<file path="config.mk">
export PLATFORM = sky130hd
export DESIGN_NAME = mips_cpu_bus_arbiter
export DESIGN_NICKNAME = d
export VERILOG_FILES = /design/src/rtl/mips_cpu_bus_arbiter.sv
export SDC_FILE = /design/constraint.sdc
export NUM_CORES = 1
export LEC_CHECK = 0
export BUFFER_PORTS_ARGS = -buffer_cell sky130_fd_sc_hd__buf_4
export CAP_MARGIN = 15
export CORE_MARGIN = 10
export CORE_UTILIZATION = 45
export CTS_CLUSTER_SIZE = 8
export DETAILED_ROUTE_END_ITERATION = 16
export PLACE_DENSITY = 0.82
export SLEW_MARGIN = 25
export SYNTH_ARGS = -nofsm -noshare
export SYNTH_HDL_FRONTEND = slang
export SYNTH_SLANG_ARGS = --single-unit
</file>
<file path="constraint.sdc">
create_clock -name clk -period 2.1 [get_ports clk]
set_clock_uncertainty 0.1 [all_clocks]
set_input_delay 0.42 -clock clk [delete_from_list [all_inputs] [get_ports clk]]
set_output_delay 0.42 -clock clk [all_outputs]
set_load 0.01 [all_outputs]
</file>
<file path="src/rtl/mips_cpu_bus_arbiter.sv">
// -----------------------------------------------------------------------------
// mips_cpu_bus_arbiter
//
// Shares one Avalon-MM master port between the instruction-fetch requester and
// the data requester of a MIPS core. Only one transaction is outstanding at a
// time. Arbitration is round-robin on the last grantee, so the fetch side wins
// the first tie after reset.
//
// Ports
//   clk, reset               clock; asynchronous reset, active low
//   f_req, f_addr            fetch read request (held until f_ack)
//   f_ack, f_rdata           fetch completion pulse and registered read word
//   d_req, d_we, d_addr,
//   d_wdata, d_be            data request (held, with stable operands, until d_ack)
//   d_ack, d_rdata           data completion pulse and registered read word
//   address, read, write,
//   writedata, byteenable    Avalon master command
//   waitrequest, readdata    Avalon slave stall and read data
//   busy                     high whenever the arbiter is not idle
//
// Transaction flow: IDLE -> ISSUE (held while waitrequest) -> [RDWAIT for
// reads] -> RESP (ack pulse) -> IDLE. Read data is sampled in RDWAIT, one
// cycle after the slave accepts the read.
// -----------------------------------------------------------------------------
module mips_cpu_bus_arbiter (
    input  logic        clk,
    input  logic        reset,
    // fetch requester
    input  logic        f_req,
    input  logic [31:0] f_addr,
    output logic        f_ack,
    output logic [31:0] f_rdata,
    // data requester
    input  logic        d_req,
    input  logic        d_we,
    input  logic [31:0] d_addr,
    input  logic [31:0] d_wdata,
    input  logic [3:0]  d_be,
    output logic        d_ack,
    output logic [31:0] d_rdata,
    // Avalon-MM master
    output logic [31:0] address,
    output logic        read,
    output logic        write,
    output logic [31:0] writedata,
    output logic [3:0]  byteenable,
    input  logic        waitrequest,
    input  logic [31:0] readdata,
    // status
    output logic        busy
);

    typedef enum logic [1:0] {
        IDLE   = 2'd0,
        ISSUE  = 2'd1,
        RDWAIT = 2'd2,
        RESP   = 2'd3
    } state_t;

    typedef enum logic {
        GRANT_FETCH = 1'b0,
        GRANT_DATA  = 1'b1
    } grant_t;

    state_t      state_q,      state_d;
    grant_t      last_grant_q, last_grant_d;
    grant_t      grant_q,      grant_d;
    grant_t      pick;
    logic        we_q,         we_d;
    logic [31:0] addr_q,       addr_d;
    logic [31:0] wdata_q,      wdata_d;
    logic [3:0]  be_q,         be_d;
    logic [31:0] f_rdata_q,    f_rdata_d;
    logic [31:0] d_rdata_q,    d_rdata_d;

    // Round-robin pick: on a tie the side not granted last time wins; a lone
    // requester always wins.
    always_comb begin
        pick = GRANT_FETCH;
        if (f_req && d_req) begin
            pick = (last_grant_q == GRANT_DATA) ? GRANT_FETCH : GRANT_DATA;
        end else if (d_req) begin
            pick = GRANT_DATA;
        end
    end

    // NOTE: every signal this block drives gets a default first, so no path
    // leaves one unassigned and no latch is inferred.
    always_comb begin
        state_d      = state_q;
        last_grant_d = last_grant_q;
        grant_d      = grant_q;
        we_d         = we_q;
        addr_d       = addr_q;
        wdata_d      = wdata_q;
        be_d         = be_q;
        f_rdata_d    = f_rdata_q;
        d_rdata_d    = d_rdata_q;

        case (state_q)
            IDLE: begin
                if (f_req || d_req) begin
                    grant_d      = pick;
                    last_grant_d = pick;
                    state_d      = ISSUE;
                    if (pick == GRANT_FETCH) begin
                        // Fetches are always full-word reads.
                        we_d    = 1'b0;
                        addr_d  = f_addr & 32'hFFFF_FFFC;
                        wdata_d = 32'h0;
                        be_d    = 4'hF;
                    end else begin
                        // A write with d_be == 0 is still issued as given.
                        we_d    = d_we;
                        addr_d  = d_addr & 32'hFFFF_FFFC;
                        wdata_d = d_wdata;
                        be_d    = d_be;
                    end
                end
            end
            ISSUE: begin
                if (!waitrequest) begin
                    state_d = we_q ? RESP : RDWAIT;
                end
            end
            RDWAIT: begin
                // readdata is valid exactly one cycle after acceptance; only
                // the grantee's register is updated.
                if (grant_q == GRANT_FETCH) begin
                    f_rdata_d = readdata;
                end else begin
                    d_rdata_d = readdata;
                end
                state_d = RESP;
            end
            RESP: begin
                state_d = IDLE;
            end
            default: begin
                state_d = IDLE;
            end
        endcase
    end

    // NOTE: sequential state uses non-blocking assignments so every flop
    // samples the pre-edge value of its neighbours, independent of order.
    // NOTE: all registers here are plain flops (no memory arrays), so every
    // one is cleared by the asynchronous reset; last_grant resets to DATA so
    // the first tie goes to fetch.
    always_ff @(posedge clk or negedge reset) begin
        if (!reset) begin
            state_q      <= IDLE;
            last_grant_q <= GRANT_DATA;
            grant_q      <= GRANT_FETCH;
            we_q         <= 1'b0;
            addr_q       <= 32'h0;
            wdata_q      <= 32'h0;
            be_q         <= 4'h0;
            f_rdata_q    <= 32'h0;
            d_rdata_q    <= 32'h0;
        end else begin
            state_q      <= state_d;
            last_grant_q <= last_grant_d;
            grant_q      <= grant_d;
            we_q         <= we_d;
            addr_q       <= addr_d;
            wdata_q      <= wdata_d;
            be_q         <= be_d;
            f_rdata_q    <= f_rdata_d;
            d_rdata_q    <= d_rdata_d;
        end
    end

    // Outputs are decoded from registered state only, so reset clears the
    // bus strobes and acks immediately, without waiting for a clock edge.
    assign read       = (state_q == ISSUE) && !we_q;
    assign write      = (state_q == ISSUE) &&  we_q;
    assign address    = addr_q;
    assign writedata  = wdata_q;
    assign byteenable = be_q;
    assign f_ack      = (state_q == RESP) && (grant_q == GRANT_FETCH);
    assign d_ack      = (state_q == RESP) && (grant_q == GRANT_DATA);
    assign f_rdata    = f_rdata_q;
    assign d_rdata    = d_rdata_q;
    assign busy       = (state_q != IDLE);

endmodule

</file>
---- Word level (Yosys, flattened, before mapping) ----
Cells that the tools add are included.
Widths: inputs -> output; s select.
cells by class
  reduce and logical (&&, ||, !) cells .... 13
  bitwise gates (word level) .............. 1
  muxes and demuxes ....................... 11
  equal/unequal tests ..................... 5
operators by type and width
  kind                count
  $mux 32             2
  $pmux 2 s4          1
  $reduce_and 2->1    4
  $logic_and 1x1->1   5
  $mux 1              5
  $eq 2x2->1 const B  2
  $mux 2              2
  $mux 4              1
  $ne 2x2->1 const B  2
  $eq 2x1->1 const B  1
  $logic_not 2->1     1
  $reduce_bool 2->1   1
  $logic_not 1->1     1
  $logic_or 1x1->1    1
  $not 1->1           1
word-level totals
  logic and storage cells ................. 39
  output and inout bits ................... 137
  input port bits ......................... 138
  flip-flop bits (word level) ............. 137

---- Logic depth before layout (Yosys ltp) ----
Gate-level depths: netlist (run 1).
  word-level depth ........................ 3
  mapped depth ............................ 7
  depth with buffers taken out ............ 5

---- Worst setup path before layout (run 1) ----
Ideal clock, no wire load.
  path type ............................... register to register
  start ................................... reg state_q[0]
  end ..................................... reg state_q[1]
  arrival time ............................ 1.406 ns
  data required time ...................... 1.875 ns
  buffers on the path ..................... 0
  path slack .............................. 0.470 ns
  library setup time ...................... 0.125 ns
  stages on the path, launching flop included .. 6
  clock period less this slack ............ 1.630 ns
  cells stage by stage .................... dfrtp_1 > inv_1 > ha_1 > inv_2 > o31ai_1 > mux2_2
on the way
  word-level cells in the longest chain between the ends .. 3
  elaborated cells on any way between the ends .. 8
  classes of those cells .................. eq/ne: 5; mux: 1; reduce/logical: 2
RTL lines
  element                                        RTL line  text
  start, declared                                65        state_t state_q, state_d;
  start signal, assigned                         162       state_q <= state_d;
  $eq 2x1->1 or $logic_not 2->1 (tied branches)  100       case (state_q)
  $ne 2x2->1 (no line)                           -
  $reduce_and 2->1 (no line)                     -
Parallel ways exist; a longest one is shown, timed or not.
A chain may end at the register's enable or synchronous reset.

---- Worst setup path after layout (run 1) ----
  start ................................... reg state_q[0]
  end ..................................... out busy
on the way
  word-level cells in the longest chain between the ends .. 1
RTL lines
  element            RTL line  text
  $reduce_bool 2->1  185       assign busy = (state_q != IDLE);
  end, declared      50        output logic busy
Every way passes these cells.

==> results of run 1 <==
## layout make-up
class	count	area share [%]
clock buffers	21	5.90
clock inverters	11	1.51
inverters	3	0.138
multi-input cells	250	22.0
flip-flops and latches	135	41.5
well taps	143	2.20
repair buffers	279	26.7
## flip-flops by register name, summed over array words and instances (netlist names)
register,count
byteenable,4
f_rdata,32
writedata,32
d_rdata,32
address,30
last_grant_q,1
we_q,1
state_q,2
grant_q,1
## Yosys cell counts
cell      number
dfrtp_1      134
mux2_2        63
a21oi_1       60
nand2_1       37
a22o_1        33
nor2_1        30
buf_2         19
buf_4          5
ha_1           4
o22a_1         4
buf_6          3
nor2b_1        3
and2_1         2
inv_1          2
mux2_1         2
a21bo_2        1
a21boi_0       1
a21boi_1       1
a31oi_1        1
clkbuf_1       1
clkbuf_2       1
conb_1         1
dfstp_2        1
inv_2          1
nor2_4         1
nor3_1         1
o21a_1         1
o21ai_0        1
o21ai_1        1
o31ai_1        1
## final timing paths
kind,end,cells past startpoint
setup / recovery,busy,4
hold / removal,byteenable[1],2
setup reg to reg,writedata[19],5
hold reg to reg,f_rdata[5],1
max in group asynchronous,writedata[31],3
min in group asynchronous,d_rdata[28],2
## repair_timing
action	in CTS	in global routing
endpoints found under the setup margin	0	12
hold buffers	1	0
hold endpoints to repair	25	0
gates resized for setup	0	1
## where the power goes
| part | switching (mW) | internal [mW] | leakage (nW) |
|---|---|---|---|
| sequential | 0.757 | 3.87 | 1.60 |
| clock | 1.10 | 1.87 | 0.287 |
| combinational | 2.59 | 3.04 | 2.10 |
| total | 4.45 | 8.78 | 3.99 |
## layout by cell type, fill, tap and decap left out, types with 6 or more instances in the layout
cell type  synthesis  layout
a21oi_1           60      60
a22o_1            33      33
buf_12             0       6
buf_4              5     272
clkbuf_16          0      17
dfrtp_1          134     134
mux2_2            63      63
nand2_1           37      37
nor2_1            30      30
## worst max-delay path: cells and delay by family (launching register included)
kind / cells / cell delay [ns]
DFF: 1 / 0.43
buffers and inverters: 3 / 0.36
adders and majority gates: 1 / 0.26
## cell families after synthesis
group	after synthesis	synth area share, %
AO/OA/AOI/OAI	105	12.8
adder cells (fa/ha/maj)	4	0.939
buffers and inverters	32	3.50
flip-flops	135	63.4
multiplexers	65	13.7
other	1	0.0703
AND/OR/NAND/NOR	74	5.61
## layer usage
metal	vias up	GRT usage (%)	routed length, um
met5	-	0	0
met4	0	8.90	499
met3	38	8.54	1610
met2	207	35.1	8760
met1	2101	22.3	6380
li1	1993	-	-
==> results by group, run 1 <==
Synth
  – Synth unique cells: 30
  – Post-Syn Area: around 5300 um2
  – Synth area leaders: dfrtp_1 (63%), mux2_2 (13%), a21oi_1 (5.6%)
  – Seq cells post-synth: 135
  – Synth area leader: dfrtp_1
  – Cells after Synth: between 400 and 500
  – Seq/Total Area, Yosys: around 63%
  – YS warnings: 0
  – Yosys top cell area share: between 60% and 70%
  – Mean Syn Cell Area: 12.8 um2

Clock tree
  – Reg clk slew, reported paths: 0.06 ns
  – Clock root cell: clkbuf_16
  – H-tree depth: 4
  – Clk sinks: approximately 140
  – CTS Buf Count: 17
  – Clock latency on the worst-skew pair: 0.41 ns
  – Post-CTS Setup Bufs: 0
  – Clock buffer depth: 2
  – CTS tree: done

Worst setup path
  – Setup CP Type: reg -> out
  – Critical path arrival: 1.46 ns
  – Startpoint types: flip-flop
  – Crit-path max cell delay: approximately 0.43 ns
  – Reg2reg setup slack: between 0.15 and 0.2 ns
  – CP max FO: 5
  – WP data required: 1.58 ns
  – Critical-path cell list: inv_1, ha_2, inv_2, buf_4
  – Slowest-stage cell, CP: dfrtp_1
  – CP endpoint kind: output port
  – Critical R2R Launch: state_q[0]
  – Crit. Startpoint: state_q[0]

Timing
  – Fin crit share: 94.4%
  – Minimum clock period: between 1.5 and 2 ns
  – Final worst setup slack: 0.117 ns
  – RSZ-0062 raised after global routing: no
  – Normalized max-slew margin: 49.7%
  – Endpoints failing hold: 0
  – Max-slew violation count: 0
  – Worst-Margin Slew: between 0.7 and 0.8 ns
  – Hold slack final: between 0.1 and 0.15 ns
  – F_max: roughly 500 MHz
  – Setup TNS: 0 ns
  – Final setup viols: 0

Floorplan
  – Num ports: 275
  – Num rows: 39
  – Die ar.: approximately 17000 um2
  – Initial core utilization: a little under half
  – Die width: 129 um
  – Core Area: 11500 um2
  – Die boundary height: 129 um

Outcome
  – Status: completed

GRT
  – Largest net degree at the start of global routing: between 60 and 70
  – First-pass GRT wire length: around 27000 um
  – Initial antenna violation count: 0
  – Vias in the first global route: ~4800
  – Total grt overflow: 0
  – All-Layer GR Usage: around a fifth

Finish
  – Reg area: between 3000 and 4000 um2
  – Share of layout cells above drive strength 1: 54.5%
  – Fin nets: ~830
  – Post-route cell area: roughly 8100 um2
  – Area of the multi-input gates: between 1500 and 2000 um2
  – Final Util: 70.7%
  – Synth-to-Final Area Change: 52.7%
  – Post-Layout Cell Count: ~840
  – Fillers: slightly above 800
  – N_diodes: 0

Route
  – Routed vias/inst: approximately 5.2
  – Drt first-iter violations: about 280
  – Detailed-route via count: roughly 4300
  – WL final: around 17000 um
  – DR WL/cell: approximately 20 um
  – Post-DRT Antenna Nets: 0
  – DRT Pass-1 Iters: 6
  – DRC errors left: 0

Power and ir drop
  – Pwr Total: 13.2 mW
  – Leak: 3.99 nW
  – Worst vdd ir: slightly above 0.7 mV
  – Power per cell area: about 1600 nW/um2

Placed design
  – Setup WS pre-CTS: between 0.1 and 0.15 ns
  – GP Congestion: ~0.76
  – Area after DPL: roughly 7500 um2
  – Buffers on Ports: 268
  – Placed cells: around 800
  – Post-DP HPWL: 13200 um

Min path
  – Hold crit path type: in -> reg
  – Worst Hold Launch: d_be[1]

Run
  – Max Cap Viol: 0
No activity file was read; power rests on OpenSTA's default activity.
==> inputs of run 2 (changes only) <==
--- a/config.mk
+++ b/config.mk
@@ -5,13 +5,13 @@
 export SDC_FILE = /design/constraint.sdc
 export NUM_CORES = 1
 export LEC_CHECK = 0
-export BUFFER_PORTS_ARGS = -buffer_cell sky130_fd_sc_hd__buf_4
 export CAP_MARGIN = 15
 export CORE_MARGIN = 10
-export CORE_UTILIZATION = 45
+export CORE_UTILIZATION = 50
 export CTS_CLUSTER_SIZE = 8
 export DETAILED_ROUTE_END_ITERATION = 16
-export PLACE_DENSITY = 0.82
+export DONT_BUFFER_PORTS = 1
+export PLACE_DENSITY = 0.69
 export SLEW_MARGIN = 25
 export SYNTH_ARGS = -nofsm -noshare
 export SYNTH_HDL_FRONTEND = slang
==> run 2 against run 1 <==
  * The flow now finishes with violations (negative hold slack)
  * Critical path depth decreased by 1
  * Clock power increased by 9.1%
  * Non-clock buffer count decreased by 172
  * Count of clock-buffer cells in the layout unchanged
  * Register-to-register slack improved by 0.13 ns
  * Core utilization decreased by 1.9 points
  * Final cell count decreased by 21%
  * Sequential power increased by 19%
  * Power decreased by 12%
  * Highest routed layer unchanged
==> results by group, run 2 (synthesized netlist as in run 1, its figures left out) <==
Finish
  – Share of layout cells above drive strength 1: 21.6% (-33 points)
  – Final Util: 68.8% (-1.9 points)
  – Fin nets: 656 (-21%)
  – Commonest non-fill, non-tap cell in the layout: dfrtp_1
  – Synth-to-Final Area Change: 33.7%
  – Most frequent cells in the layout: dfrtp_1 (134), dlygate4sd3_1 (99), mux2_2 (63), a21oi_1 (60), nand2_1 (37)

Clock tree
  – Clock latency on the worst-skew pair: 0.50 ns (+0.09 ns)
  – CTS Buf Count: 17 (unchanged)
  – H-tree depth: 4 (unchanged)
  – Clock buffer depth: 2 (unchanged)
  – # hold bufs at CTS: 99 (+98)
  – Reg clk slew, reported paths: 0.06 ns (about the same)
  – Clk sinks: 135 (unchanged)
  – Clock root cell: clkbuf_8
  – Post-CTS Setup Bufs: 0 (unchanged)
  – CTS tree: done

Worst setup path
  – Startpoint types: flip-flop
  – CP max FO: 5 (unchanged)
  – CP endpoint kind: output port
  – Setup CP Type: reg -> out
  – WP data required: 1.58 ns (about the same)
  – Critical path arrival: 1.44 ns (-0.02 ns)

Floorplan
  – Die width: 123 um (-4.3%)
  – Initial core utilization: 51.4% (+5.1 points)
  – Die ar.: 15200 um2 (-8.5%)
  – Num rows: 37 (-5.1%)
  – Num ports: 275 (unchanged)
  – Core Area: 10400 um2 (-10%)
  – Die boundary height: 123 um (-4.3%)

GRT
  – First-pass GRT wire length: 23900 um (-10%)
  – Met3 usage: 10.7% (+2.1 points)
  – M1 GR Usage: 22.5% (+0.17 points)
  – Initial antenna violation count: 1 (+1)
  – Global-route track usage on met2: 32.9% (-2.2 points)
  – Grt peak-use layer: met2
  – Vias in the first global route: 4076 (-16%)
  – All-Layer GR Usage: 20.4% (-0.27 points)
  – Largest net degree at the start of global routing: 136 (+100%)
  – Total grt overflow: 0 (unchanged)

Timing
  – Hold slack final: -0.488 ns (-0.603 ns)
  – Final setup viols: 0 (unchanged)
  – Endpoints failing hold: 135 (+135)
  – Max-slew violation count: 0 (unchanged)
  – Normalized max-slew margin: 50.9% (+1.2 points)
  – Setup TNS: 0 ns (unchanged)
  – Final worst setup slack: 0.141 ns (+0.0235 ns)
  – Fin crit share: 93.3% (-1.1 points)
  – Minimum clock period: 1.96 ns (-0.0235 ns)
  – RSZ-0062 raised after global routing: no
  – Worst-Margin Slew: 0.734 ns (-0.0187 ns)
  – F_max: 510 MHz (+1.2%)

Run
  – Max Cap Viol: 0 (unchanged)

Outcome
  – Failing checks: negative hold slack
  – Status: complete, but fails checks

Placed design
  – Setup WS pre-CTS: 0.227 ns (+0.115 ns)
  – GP Congestion: 0.781 (+3.3%)
  – Buffers on Ports: 0 (-100%)
  – Post-DP HPWL: 10500 um (-21%)

Route
  – Detailed-route via count: 3759 (-13%)
  – Drt first-iter violations: 341 (+21%)
  – DRT Pass-1 Iters: 5 (-1)
  – DR WL/cell: 23.8 um (+16%)
  – Routed vias/inst: 5.66 (+9.9%)
  – WL final: 15800 um (-8.2%)
  – Post-DRT Antenna Nets: 0 (unchanged)
  – DRC errors left: 0 (unchanged)

Min path
  – Hold crit path type: in -> async

Power and ir drop
  – Power per cell area: 1630 nW/um2 (+0.40%)
  – Worst vdd ir: 0.983 mV (+38%)
  – Leak: 3.12 nW (-22%)
## run 2: cell types whose count changed in the layout (fill, tap and decap cells not counted), sizes merged
| cell | delta |
|---|---|
| buf | -270 |
| bufinv | +3 |
| clkinvlp | -3 |
| diode | +1 |
| dlygate4sd3 | +98 |
## run 2: critical path: stages (launching register included)
cell and delay (ns):
dfrtp_1 0.42, inv_1 0.10, ha_1 0.22, nor2b_4 0.20
## run 2: path summary, 6_finish.rpt
| path | from | end | slack (ns) | depth (start not counted) |
|---|---|---|---|---|
| setup / recovery | state_q[1] | read | 0.14 | 3 |
| hold / removal | reset | f_rdata[11] | -0.49 | 0 |
| max in group asynchronous | reset | last_grant_q | 2.18 | 0 |
| setup reg to reg | state_q[0] | state_q[1] | 0.31 | 5 |
| min in group clk | d_addr[18] | address[18] | 0.03 | 2 |
| hold reg to reg | last_grant_q | last_grant_q | 0.38 | 2 |
## run 2: layout make-up
class                   instances  area (um2)
repair buffers                107        1100
well taps                     136         170
diodes                          1        2.50
clock inverters                11         194
inverters                       3        11.3
flip-flops and latches        135        3380
clock buffers                  21         469
fillers                       692        3240
multi-input cells             250        1800
## run 2: per-stage QoR
| step | std cells | power [mW] | hold WS (ns) | area (um2) |
|---|---|---|---|---|
| 2_1_floorplan | 417 | 7.30 | 0.0244 | 5340 |
| 3_3_place_gp | 532 | 8.05 | 0.0284 | 5460 |
| 3_5_place_dp | 532 | 8.22 | 0.0286 | 5460 |
| 4_1_cts | 663 | 11.7 | -0.509 | 7110 |
| 5_1_grt | 664 | 12.3 | -0.529 | 7130 |
| 6_report | 664 | 11.6 | -0.488 | 7130 |
## run 2: where the power goes
group	internal [mW]	total (mW)	leakage, nW	switching, mW
clock network	2.18	3.24	0.324	1.06
logic	1.57	2.90	1.20	1.32
registers	3.87	5.49	1.60	1.63
## run 2: repair_timing
item                       CTS  global route
resized for setup            0             5
hold endpoints to repair   266           135
setup endpoints to repair    0             3
## run 2: routing by layer
| metal | vias to the layer above | wire [um] |
|---|---|---|
| met2 | 235 | 7960 |
| li1 | 1654 | - |
| met1 | 1852 | 5540 |
| met3 | 18 | 2080 |
| met4 | 0 | 252 |
| met5 | - | 0 |
==> inputs of run 3 (changes only) <==
--- a/config.mk
+++ b/config.mk
@@ -11,6 +11,7 @@
 export CTS_CLUSTER_SIZE = 8
 export DETAILED_ROUTE_END_ITERATION = 16
 export DONT_BUFFER_PORTS = 1
+export MAX_ROUTING_LAYER = met4
 export PLACE_DENSITY = 0.69
 export SLEW_MARGIN = 25
 export SYNTH_ARGS = -nofsm -noshare
==> constraint.sdc (replaced) <==
create_clock -name clk -period 1.89 [get_ports clk]
set_clock_uncertainty 0.1 [all_clocks]
set_input_delay 0.378 -clock clk [delete_from_list [all_inputs] [get_ports clk]]
set_output_delay 0.378 -clock clk [all_outputs]
set_load 0.01 [all_outputs]
==> run 3 against run 2 <==
  * The flow now stops in 4_1_cts
  * Synthesized cell count stayed put
  * Synthesized area did not move
==> results by group, run 3 <==
Outcome
  – Status: stopped before the end
  – Exit stage: 4_1_cts
  – First Err: [ERROR RSZ-0060] Max buffer count reached.

Synth
  – Commonest cells in the netlist: dfrtp_1 (134), mux2_2 (63), a21oi_1 (60)
  – Seq cells post-synth: 135 (unchanged)
  – FFs w/ async S/R, synth: 100% (unchanged)
  – YS warnings: 0 (unchanged)
  – Post-Syn Area: 5330 um2 (unchanged)
  – EDFF count, synth: 0 (unchanged)
  – Top_reg_cell synth: dfrtp_1
  – Synth area leader: dfrtp_1
  – Seq/Total Area, Yosys: 63.4% (unchanged)
  – Yosys top cell area share: 62.9% (unchanged)
  – Synth area leaders: dfrtp_1 (63%), mux2_2 (13%), a21oi_1 (5.6%)
  – Cells after Synth: 416 (unchanged)
  – Mean Syn Cell Area: 12.8 um2 (unchanged)
  – Synth unique cells: 30 (unchanged)
  – Most frequent cell after synthesis: dfrtp_1

Floorplan
  – Num rows: 37 (unchanged)
  – Die width: 123 um (unchanged)
  – Initial core utilization: 51.4% (unchanged)
  – Num ports: 275 (unchanged)
  – Die boundary height: 123 um (unchanged)

Clock tree
  – Clock buffer depth: 2 (unchanged)
  – Post-CTS Setup Bufs: 3 (+3)
  – H-tree depth: 4 (unchanged)
  – Clock root cell: clkbuf_8
  – # hold bufs at CTS: 115 (+16%)
  – Clk sinks: 135 (unchanged)
  – Cts repair resizes: 15 (+15)
  – CTS Buf Count: 17 (unchanged)

Placed design
  – GP Congestion: 0.801 (+2.5%)
  – Buffers on Ports: 0 (unchanged)
  – Area after DPL: 5490 um2 (+0.64%)
  – Post-DP HPWL: 10400 um (-0.30%)
run 3: metrics by stage:
stage               cells  worst slack (ns)
floorplan             417             0.260
global placement      535             0.207
detailed placement    535             0.127
run 3: logic make-up after synthesis:
kind of cell | synth area share, %
other | 0.0703
adder cells (fa/ha/maj) | 0.939
AND/OR/NAND/NOR | 5.61
multiplexers | 13.7
buffers and inverters | 3.50
flip-flops | 63.4
AO/OA/AOI/OAI | 12.8
==> inputs of run 4 (changes only) <==
--- a/config.mk
+++ b/config.mk
@@ -7,12 +7,10 @@
 export LEC_CHECK = 0
 export CAP_MARGIN = 15
 export CORE_MARGIN = 10
-export CORE_UTILIZATION = 50
-export CTS_CLUSTER_SIZE = 8
+export CORE_UTILIZATION = 35
 export DETAILED_ROUTE_END_ITERATION = 16
 export DONT_BUFFER_PORTS = 1
-export MAX_ROUTING_LAYER = met4
-export PLACE_DENSITY = 0.69
+export PLACE_DENSITY_LB_ADDON = 0.15
 export SLEW_MARGIN = 25
 export SYNTH_ARGS = -nofsm -noshare
 export SYNTH_HDL_FRONTEND = slang
==> run 4 against run 3 <==
  * The flow now finishes, with violations (negative hold slack)
==> results by group, run 4 (synthesized netlist as in run 1, its figures left out) <==
Worst setup path
  – CP top delay family: flip-flops
  – Crit-path max cell delay: 0.37 ns
  – Critical-path cell list: buf_4, ha_1, and2_1
  – Setup CP Type: reg -> out
  – Startpoint types: flip-flop
  – CP endpoint kind: output port
  – Buffer and inverter count on the worst path: 1
  – Critical path arrival: between 1 and 1.5 ns
  – CP max FO: 4
  – Slowest-stage cell, CP: dfrtp_1
  – WP data required: ~1.4 ns

GRT
  – Initial antenna violation count: 0
  – First-pass GRT wire length: about 23000 um
  – All-Layer GR Usage: 14.6%
  – Vias in the first global route: 4055
  – Total grt overflow: 0
  – Largest net degree at the start of global routing: about 140

Timing
  – Final setup viols: 0
  – Max-slew violation count: 0
  – Endpoints failing hold: 135
  – Minimum clock period: approximately 1.8 ns
  – Hold slack final: -0.434 ns
  – Final worst setup slack: 0.0616 ns
  – F_max: between 500 and 600 MHz
  – Fin crit share: between 90% and 100%

Clock tree
  – CTS Buf Count: 17 (unchanged)
  – H-tree depth: 4 (unchanged)
  – Clock buffer depth: 2 (unchanged)
  – Clock latency on the worst-skew pair: 0.41 ns
  – Clk sinks: 135 (unchanged)
  – Clock root cell: clkbuf_16
  – Reg clk slew, reported paths: about 0.060 ns
  – CTS tree: done

Power and ir drop
  – Net Sw Frac: between 30% and 40%
  – Clock share of power: a little over a quarter
  – Leak: between 3 and 4 nW
  – Logic pwr share: between 20% and 30%
  – Net Switching: around 4.4 mW
  – Power per cell area: about 1800 nW/um2
  – Worst vdd ir: ~0.64 mV
  – Power Internal: just over 8 mW
  – Seq pwr share: between 40% and 50%

Route
  – Routed vias/inst: about 5.2
  – Drt first-iter violations: 151
  – DRT Pass-1 Iters: 6
  – DR WL/cell: between 20 and 25 um
  – WL final: around 16000 um
  – DRC errors left: 0
  – Post-DRT Antenna Nets: 0
  – Detailed-route via count: about 3700

Placed design
  – Post-DP HPWL: 10400 um (-0.49%)
  – Setup WS pre-CTS: 0.0933 ns (-0.0333 ns)
  – GP Congestion: 0.726 (-9.4%)
  – Buffers on Ports: 0 (unchanged)
  – Area after DPL: 5530 um2 (+0.64%)
  – Placed cells: 584 (+9.2%)

Floorplan
  – Die boundary height: 143 um (+16%)
  – Initial core utilization: 35.3% (-16 points)
  – Core Area: 15100 um2
  – Die ar.: about 21000 um2
  – Die width: 143 um (+16%)
  – Num rows: 45 (+22%)
  – Num ports: 275 (unchanged)

Run
  – Max Cap Viol: 0

Finish
  – Share of layout cells above drive strength 1: between 20% and 30%
  – Commonest non-fill, non-tap cell in the layout: dfrtp_1
  – Most frequent cells in the layout: dfrtp_1 (134), dlygate4sd3_1 (88), mux2_2 (63), a21oi_1 (60), nand2_1 (37)
  – Fin nets: 646
  – Synth-to-Final Area Change: 31.5%
  – Post-route cell area: approximately 7000 um2
  – Post-Layout Cell Count: 706

Outcome
  – Status: complete, but fails checks
  – Failing checks: negative hold slack

Min path
  – Hold crit path type: in -> async
[run 4: worst paths after layout]
path | from | end | slack, ns | cells past startpoint
setup / recovery | state_q[0] | d_ack | 0.06 | 3
hold / removal | reset | f_rdata[13] | -0.43 | 0
setup reg to reg | state_q[1] | state_q[1] | 0.17 | 5
hold reg to reg | last_grant_q | last_grant_q | 0.38 | 2
max in group asynchronous | reset | last_grant_q | 1.92 | 0
min in group clk | f_addr[4] | address[4] | 0.02 | 2
[run 4: cell type report]
cell class / count / area (um2)
antenna: 1 / 2.50
clock buffer: 24 / 452
clock inverter: 8 / 124
fill: 1341 / 8080
inverter: 3 / 11.3
multi-input combinational: 251 / 1820
sequential: 135 / 3380
tap: 188 / 235
timing repair buffer: 96 / 991
[run 4: timing repair]
action,CTS,global route
hold buffers,86,2
pin swaps,0,1
hold endpoints to repair,229,137
resized for setup,2,4
buffers inserted,0,0
endpoints found under the setup margin,2,35
cloned,0,1
[run 4: per-stage QoR]
stage	power, mW	util (%)	TNS [ns]	hold slack [ns]
floorplan	8.11	-	0	-0.0176
global placement	9.04	36.6	0	-0.0133
detailed placement	9.16	36.6	0	-0.0135
CTS	12.6	46.2	0	-0.459
global route	13.3	46.5	-0.00197	-0.467
finish	12.5	46.5	0	-0.434
[run 4: metal layers]
| layer | global-route usage, % | wire [um] | vias to the layer above |
|---|---|---|---|
| li1 | - | - | 1630 |
| met1 | 15.7 | 5660 | 1841 |
| met2 | 22.8 | 7630 | 194 |
| met3 | 8.84 | 2140 | 18 |
| met4 | 5.70 | 323 | 0 |
| met5 | 0 | 0 | - |
[run 4: power by group through the flow]
stage	clock network, mW	registers [mW]	logic, mW
after floorplan	0	5.63	2.48
after global placement	0	6.14	2.90
after detailed placement	0	6.13	3.03
after CTS	3.36	6.11	3.18
after global routing	3.49	6.26	3.56
final	3.26	6.06	3.20
